<file path="config.mk">
export PLATFORM = sky130hd
export DESIGN_NAME = binary_search_datapath_flat
export DESIGN_NICKNAME = d
export VERILOG_FILES = /design/src/rtl/binary_search_datapath_if.sv /design/src/rtl/binary_search_datapath.sv /design/src/flat_wrapper.sv
export SDC_FILE = /design/constraint.sdc
export NUM_CORES = 1
export LEC_CHECK = 0
export BUFFER_PORTS_ARGS = -buffer_cell sky130_fd_sc_hd__buf_2
export CAP_MARGIN = 20
export CORE_MARGIN = 3
export CORE_UTILIZATION = 45
export DETAILED_ROUTE_END_ITERATION = 16
export GPL_ROUTABILITY_DRIVEN = 0
export PLACE_DENSITY = 0.75
export SETUP_SLACK_MARGIN = 0.02
export SLEW_MARGIN = 15
export SYNTH_ARGS = -nofsm -noshare
export SYNTH_HDL_FRONTEND = slang
export SYNTH_SLANG_ARGS = --single-unit
export TNS_END_PERCENT = 30
</file>
<file path="constraint.sdc">
create_clock -name clk -period 4.8 [get_ports clk]
set_input_delay 0.96 -clock clk [delete_from_list [all_inputs] [get_ports clk]]
set_output_delay 0.96 -clock clk [all_outputs]
set_load 0.005 [all_outputs]
</file>
<file path="src/rtl/binary_search_datapath_if.sv">
// Request/result bundle for the binary-search engine.
//   start : level request, sampled while the engine is idle
//   A     : 8-bit search key, held stable from start until done
//   found : key matched (valid while done is high)
//   L     : low-bound index; matching index on a hit
//   done  : search finished, result held
interface binary_search_datapath_if;
    logic       start;
    logic [7:0] A;
    logic       found;
    logic [4:0] L;
    logic       done;

    // Requester side (system or bench).
    modport master (
        output start,
        output A,
        input  found,
        input  L,
        input  done
    );

    // Engine side.
    modport slave (
        input  start,
        input  A,
        output found,
        output L,
        output done
    );
endinterface

</file>
<file path="src/rtl/binary_search_datapath.sv">
// Sequential binary search over a fixed ascending table mem[i] = 2*i + 1,
// i = 0..31 (odd values 1..63). One probe per clock, at most 6 probes.
// Ports:
//   clk   : system clock, rising edge
//   reset : asynchronous, active-high
//   bus   : slave modport of binary_search_datapath_if (start, A in;
//           found, L, done out -- all registered)
module binary_search_datapath (
    input  logic                          clk,
    input  logic                          reset,
    binary_search_datapath_if.slave       bus
);

    localparam int unsigned DEPTH  = 32;
    localparam int unsigned IDX_W  = 5;
    localparam int unsigned DATA_W = 8;
    localparam int unsigned SUM_W  = IDX_W + 1;

    localparam logic [IDX_W-1:0] IDX_MIN = IDX_W'(0);
    localparam logic [IDX_W-1:0] IDX_MAX = IDX_W'(DEPTH - 1);
    localparam logic [IDX_W-1:0] IDX_ONE = IDX_W'(1);

    typedef enum logic [1:0] {
        IDLE   = 2'd0,
        SEARCH = 2'd1,
        DONE   = 2'd2
    } state_t;

    state_t           state;
    logic [IDX_W-1:0] lo;
    logic [IDX_W-1:0] hi;
    logic             found_q;
    logic             done_q;

    logic [SUM_W-1:0]  mid_sum_c;
    logic [IDX_W-1:0]  mid_c;
    logic [DATA_W-1:0] probe_c;
    logic              key_eq_c;
    logic              key_gt_c;
    logic              bounds_met_c;
    logic              mid_at_lo_c;

    // Midpoint: sum kept at 6 bits so lo + hi cannot overflow before halving.
    always_comb begin
        mid_sum_c = SUM_W'(lo) + SUM_W'(hi);
        mid_c     = IDX_W'(mid_sum_c >> 1);
    end

    // Table ROM: 2*mid + 1 is the index shifted left with a forced LSB of 1.
    always_comb begin
        probe_c = {(DATA_W - IDX_W - 1)'(0), mid_c, 1'b1};
    end

    // Probe comparisons against the key.
    always_comb begin
        key_eq_c     = (probe_c == bus.A);
        key_gt_c     = (probe_c < bus.A);
        bounds_met_c = (lo == hi);
        mid_at_lo_c  = (mid_c == lo);
    end

    // Controller and datapath registers; every output is a register.
    always_ff @(posedge clk or posedge reset) begin
        if (reset) begin
            state   <= IDLE;
            lo      <= IDX_MIN;
            hi      <= IDX_MAX;
            found_q <= 1'b0;
            done_q  <= 1'b0;
        end else begin
            case (state)
                IDLE: begin
                    found_q <= 1'b0;
                    done_q  <= 1'b0;
                    if (bus.start) begin
                        lo    <= IDX_MIN;
                        hi    <= IDX_MAX;
                        state <= SEARCH;
                    end
                end

                SEARCH: begin
                    if (key_eq_c) begin
                        // Hit: park the matched index in lo so L reports it.
                        lo      <= mid_c;
                        found_q <= 1'b1;
                        done_q  <= 1'b1;
                        state   <= DONE;
                    end else if (bounds_met_c) begin
                        found_q <= 1'b0;
                        done_q  <= 1'b1;
                        state   <= DONE;
                    end else if (key_gt_c) begin
                        // mid < hi here, so mid + 1 stays in range.
                        lo <= mid_c + IDX_ONE;
                    end else if (mid_at_lo_c) begin
                        // Key is below the lowest remaining entry; mid - 1 would wrap.
                        found_q <= 1'b0;
                        done_q  <= 1'b1;
                        state   <= DONE;
                    end else begin
                        hi <= mid_c - IDX_ONE;
                    end
                end

                DONE: begin
                    // Hold the result while start stays high: one search per request.
                    if (!bus.start) begin
                        found_q <= 1'b0;
                        done_q  <= 1'b0;
                        state   <= IDLE;
                    end
                end

                default: begin
                    found_q <= 1'b0;
                    done_q  <= 1'b0;
                    state   <= IDLE;
                end
            endcase
        end
    end

    assign bus.found = found_q;
    assign bus.done  = done_q;
    assign bus.L     = lo;

endmodule

</file>
<file path="src/flat_wrapper.sv">
// flat-port wrapper written by rule: the top's interface ports become plain ports
module binary_search_datapath_flat 
  (clk, reset, bus_start, bus_A, bus_found, bus_L, bus_done);
  binary_search_datapath_if bus_i ();
  input  logic clk;
  input  logic reset;
  input wire logic [$bits(bus_i.start)-1:0] bus_start;
  input wire logic [$bits(bus_i.A)-1:0] bus_A;
  output wire logic [$bits(bus_i.found)-1:0] bus_found;
  output wire logic [$bits(bus_i.L)-1:0] bus_L;
  output wire logic [$bits(bus_i.done)-1:0] bus_done;
  assign bus_i.start = bus_start;
  assign bus_i.A = bus_A;
  assign bus_found = bus_i.found;
  assign bus_L = bus_i.L;
  assign bus_done = bus_i.done;
  binary_search_datapath u_core (.clk(clk), .reset(reset), .bus(bus_i));
endmodule
</file>
==> results of run 1 <==
[cell families (layout without fill, tap and decap cells)]
kind of cell               Yosys count  in the layout  share of synthesized area (%)
and+or+nand+nor                     41             41                           20.9
xor gates and xnor gates            14             14                           11.5
buffers and inverters               13             34                           3.96
AOI/OAI and AO/OA                   34             34                           20.9
DFF                                 14             14                           28.9
adders and majority gates           13             13                           13.8
[placed cells by master, fill, tap and decap left out, types with 3 or more instances in the layout]
cell type | Yosys | final
ha_1 | 12 | 12
a21oi_1 | 5 | 5
nand2_1 | 7 | 7
o21ai_0 | 3 | 3
clkbuf_4 | 0 | 3
xor2_1 | 5 | 5
buf_2 | 0 | 17
o2bb2ai_1 | 4 | 4
inv_1 | 13 | 13
nor2_1 | 8 | 8
a2bb2oi_1 | 4 | 4
nand2b_1 | 3 | 3
nand4_1 | 3 | 3
dfstp_2 | 5 | 5
nand3_1 | 3 | 3
dfrtp_1 | 9 | 9
xnor2_1 | 8 | 8
nor3_1 | 3 | 3
[routing by layer]
layer / vias to the layer above / part of all wire (%) / global-route usage (%) / routed length [microns]
li1: 513 / - / - / -
met3: 5 / 2.0 / 1.97 / 59
met4: 0 / 0.94 / 4.30 / 27
met2: 19 / 52 / 33.7 / 1500
met1: 486 / 45 / 25.8 / 1300
met5: - / 0 / 0 / 0
[sequential cells by signal, summed over array words and instances, names as in the netlist]
name	cells
u_core.bus.L	5
u_core.bus.done	1
u_core.bus.found	1
u_core.hi	5
u_core.state	2
[metrics by stage]
stage,utilization [%],std cells,worst slack [ns]
after floorplan,-,129,1.50
after global placement,53.2,176,1.30
after detailed placement,53.2,176,1.17
after CTS,54.7,180,1.12
after global routing,54.7,180,0.813
final,54.7,180,1.10
[path summary, 6_finish.rpt]
path	end	slack (ns)	cells after the start
hold / removal	u_core.hi[0]	0.50	1
setup / recovery	u_core.hi[2]	1.10	13
setup reg to reg	u_core.hi[2]	1.10	13
hold reg to reg	u_core.hi[0]	0.50	1
min in group asynchronous	u_core.bus.found	0.70	2
max in group asynchronous	u_core.hi[4]	3.72	2
[cell usage after synthesis (all sizes together) (2+ instances only)]
cell type,instances
inv,13
nor3,3
a21oi,5
o21ai,7
dfrtp,9
nand2,7
nor2,8
nand3,3
ha,12
o31ai,2
xnor2,8
and2,2
nand4,3
xor2,5
and4,2
o21bai,2
o21a,2
or3b,3
nand2b,3
nor2b,2
dfstp,5
a2bb2oi,5
o2bb2ai,4
a211oi,2
[cell type report]
type / count / area, sq um / area share [%]
multi-input combinational: 102 / 827 / 59.4
sequential: 14 / 357 / 25.6
tap: 30 / 37.5 / 2.70
inverter: 13 / 48.8 / 3.51
timing repair buffer: 17 / 85.1 / 6.12
clock buffer: 4 / 36.3 / 2.61
==> impl_metrics.py, run 1 <==
metrics = {
    "cells_and_area": {
        "fill_cells": 230,
        "drive_gt1_share_pct": 25.3,
        "n_antenna_cell": 0,
        "final_nets": 175,
        "syn2layout_area_growth_pct": 12.9,
        "design_area_sq_um": 1390,
    },
    "yosys": {
        "async_flop_share_pct": 100,
        "syn_area_sq_um": 1230,
        "ys_seq_area_share_pct": 28.9,
        "synth_edf_count": 0,
        "ys.flop_type": "dfrtp_1",
        "synth.net_count": 153,
        "synthTopCellsByArea": "dfrtp_1 (18%), ha_1 (12%), dfstp_2 (11%), xnor2_1 (5.7%), inv_1 (4.0%)",
        "ys_types": 42,
        "syn_inst": 129,
        "synth_seq_cells": 14,
        "yosys_warnings": 0,
        "yosysTopAreaCellShare_pct": 18.3,
        "syn_area_per_cell_sq_um": 9.55,
        "synth_top_area_cell": "dfrtp_1",
    },
    "sta": {
        "finalCriticalPeriod_ns": 3.70,
        "final-setup-viol-count": 0,
        "rsz0062_at_grt": "no",
        "max_freq_mhz": 270,
        "finalHoldViolCount": 0,
        "finalMaxSlewViolations": 0,
        "tns_ns": 0,
        "max_slew.worst_pin.slew_ns": 0.671,
        "whs_ns": 0.497,
        "post-route-period-util_pct": 77.1,
        "skew_ns": 0.00718,
        "max_slew_margin_pct": 55.1,
    },
    "worst_setup_path": {
        "startpoint": "u_core.hi[0]",
        "slowest_stage": "dfstp_2",
        "r2r-start": "u_core.hi[0]",
        "path_class": "flop to flop",
        "path_max_fanout": 5,
        "crit_chain": "ha_1 -> inv_1 -> fa_1 -> nand2b_1 -> a21oi_1 -> xor2_1 -> ha_1 -> and4_1 -> and4_1 -> a211oi_1 -> nand2_1 -> o21ai_2 -> a2bb2oi_1",
        "path_delay_family": "compound AO/OA/AOI/OAI gates",
        "path_buf_inv": 1,
        "crit_required_ns": 5.00,
        "setup.worst_path.end_class": "flop",
        "cp.arrival_ns": 3.90,
        "critPathMaxStageDelay_ns": 0.54,
        "start_kind": "flop",
    },
    "floorplanning": {
        "design.core.area_sq_um": 2540,
        "io_pins": 18,
        "die_h_microns": 58.3,
        "die-area_sq_um": 3400,
        "die_w_microns": 58.3,
        "row_count": 18,
        "initial_core_util_pct": 48.4,
    },
    "clock_network": {
        "cts_buffer_depth": 2,
        "root_buffer": "clkbuf_4",
        "ctsHtreeMaxLevel": 1,
        "clkTransAtPathRegs_ns": 0.09,
        "cts_tree": "built",
        "holdBufCountCts": 0,
        "postCtsResizedCells": 0,
        "clock_latency_ns": 0.28,
        "cts_setup_buffers": 0,
        "numCtsBuffers": 3,
        "cts.sinks": 14,
    },
    "drt": {
        "drt-wirelength-per-cell_microns": 16.0,
        "finalWirelength_microns": 2890,
        "vias": 1023,
        "post-route-drc-count": 0,
        "ant_nets": 0,
        "drt-pass1-iter-count": 4,
        "drt-initial-drc-count": 61,
        "avgViaCountPerCell": 5.68,
    },
    "global_route": {
        "antenna_found_initial": 0,
        "grt_pass1_wl_microns": 5090,
        "grt_max_degree": 15,
        "grt_pass1_vias": 1063,
        "grt-ovfl-total": 0,
        "grt_util_all_layers_pct": 19.3,
    },
    "placement": {
        "port_buffers": 17,
        "placed_area_sq_um": 1360,
        "hpwl_microns": 2310,
    },
    "min_path": {
        "hold_class": "flop to flop",
        "hp-start": "u_core.hi[0]",
    },
    "run_status": {
        "outcome": "finished, final reports clean",
    },
    "job": {
        "max-cap-violations": 0,
    },
}
Power of run 1 is left out: the tool's default activity adds up to more than one toggle a clock period on the data nets, which glitch-free logic cannot reach.
==> run 2, diff against run 1 <==
PLACE_DENSITY = 0.78   (was 0.75)
clock period = 3.1 ns   (was 4.8 ns; I/O delays follow)
==> impl_metrics.py, run 2 (synthesis gave the netlist of run 1 again) <==
metrics = {
    "sta": {
        "finalMaxSlewViolations": 0,
        "finalCriticalPeriod_ns": 3.07,
        "final-setup-viol-count": 0,
        "skew_ns": 0.00386,
        "max_slew_margin_pct": 63.1,
        "max_freq_mhz": 326,
        "rsz0062_at_grt": "yes",
        "post-route-period-util_pct": 98.9,
        "finalHoldViolCount": 0,
        "max_slew.worst_pin.slew_ns": 0.553,
        "fin_ws_ns": 0.0348,
    },
    "placement": {
        "place_ws_ns": -0.0352,
        "port_buffers": 17,
        "placed_area_sq_um": 1450,
        "hpwl_microns": 2440,
    },
    "floorplanning": {
        "io_pins": 18,
        "die_w_microns": 58.3,
        "initial_core_util_pct": 48.4,
        "row_count": 18,
        "die_h_microns": 58.3,
        "die-area_sq_um": 3400,
        "design.core.area_sq_um": 2540,
    },
    "worst_setup_path": {
        "setup.worst_path.end_class": "flop",
        "path_class": "flop to flop",
        "start_kind": "flop",
        "path_max_fanout": 5,
        "reg2reg_depth": 13,
        "cp-endpoint": "u_core.hi[1]",
        "crit_required_ns": 3.32,
        "r2r-start": "u_core.hi[0]",
        "ff2ff_setup_slack_ns": 0.03,
        "r2r_end": "u_core.hi[1]",
        "cp.arrival_ns": 3.29,
        "startpoint": "u_core.hi[0]",
    },
    "min_path": {
        "hold_class": "input port to async pin",
    },
    "clock_network": {
        "cts_tree": "built",
        "clock_latency_ns": 0.28,
        "numCtsBuffers": 3,
        "holdBufCountCts": 0,
        "root_buffer": "clkbuf_4",
        "ctsHtreeMaxLevel": 1,
        "cts.sinks": 14,
        "cts_buffer_depth": 2,
        "clkTransAtPathRegs_ns": 0.09,
    },
    "global_route": {
        "grt-ovfl-total": 0,
        "grt_util_all_layers_pct": 18.6,
        "grt_max_degree": 15,
        "grt_pass1_wl_microns": 4970,
        "grt_pass1_vias": 1070,
        "antenna_found_initial": 0,
    },
    "cells_and_area": {
        "final_common_cell": "buf_2",
        "final_nets": 189,
        "syn2layout_area_growth_pct": 31.0,
        "multi_input_area_sq_um": 945,
        "design_area_sq_um": 1610,
        "n_antenna_cell": 0,
        "final_cell_mix": "buf_2 (17), buf_4 (14), inv_1 (12)",
        "drive_gt1_share_pct": 41.5,
        "fill_cells": 204,
        "regArea_sq_um": 357,
    },
    "drt": {
        "drt-wirelength-per-cell_microns": 16.9,
        "avgViaCountPerCell": 5.80,
        "drt-pass1-iter-count": 5,
        "finalWirelength_microns": 3270,
        "drt-initial-drc-count": 28,
        "vias": 1125,
        "post-route-drc-count": 0,
        "ant_nets": 0,
    },
    "job": {
        "max-cap-violations": 0,
    },
    "run_status": {
        "outcome": "finished, final reports clean",
    },
}
## run 2: cell count changes in the layout (fill, tap and decap cells not counted), sizes merged
cell and delta:
buf +14
## run 2: worst min path at each step
stage,startpoint,to,slack [ns],cells after the start
after floorplan,u_core.hi[2],u_core.hi[2],0.49,1
after global placement,u_core.hi[4],u_core.hi[4],0.50,1
after detailed placement,u_core.hi[4],u_core.hi[4],0.50,1
after CTS,reset,u_core.state[1],0.38,2
after global routing,reset,u_core.bus.L[4],0.39,2
final,reset,u_core.bus.L[4],0.37,2
## run 2: cell type report
class	instances	share of cell area, %
clock buffers	4	2.25
inverters	13	3.02
repair buffers	31	11.8
multi-input cells	102	58.5
flip-flops and latches	14	22.1
well taps	30	2.33
## run 2: worst max-delay path, cell delays in order, from the launching register on
cell,delay [ns]
dfstp_2,0.57
ha_4,0.15
inv_2,0.04
fa_2,0.37
nand2b_4,0.16
a21oi_4,0.19
xor2_2,0.17
ha_1,0.27
and4_4,0.16
and4_4,0.15
a211oi_2,0.21
nand2_1,0.11
o21ai_4,0.28
a2bb2oi_2,0.17
## run 2: repair_timing
action	CTS	global route
gates resized for setup	4	10
pin swaps	4	16
endpoints found under the setup margin	8	13
buffers inserted	1	6
## run 2: through the flow
stage	hold slack [ns]	instances	setup TNS [ns]	util (%)
detailed placement	0.502	183	-0.0856	57.1
global placement	0.499	183	0	57.1
floorplan	0.487	129	0	-
CTS	0.378	188	0	59.7
global route	0.391	194	-0.333	63.4
finish	0.367	194	0	63.4
## run 2: per-layer routing
| metal | GRT usage [%] | wire (microns) | vias to the layer above |
|---|---|---|---|
| met4 | 1.99 | 23 | 0 |
| met3 | 4.17 | 130 | 4 |
| met1 | 24.6 | 1430 | 549 |
| met5 | 0 | 0 | - |
| li1 | - | - | 540 |
| met2 | 32.1 | 1690 | 32 |
Power of run 2 is left out for the same reason.
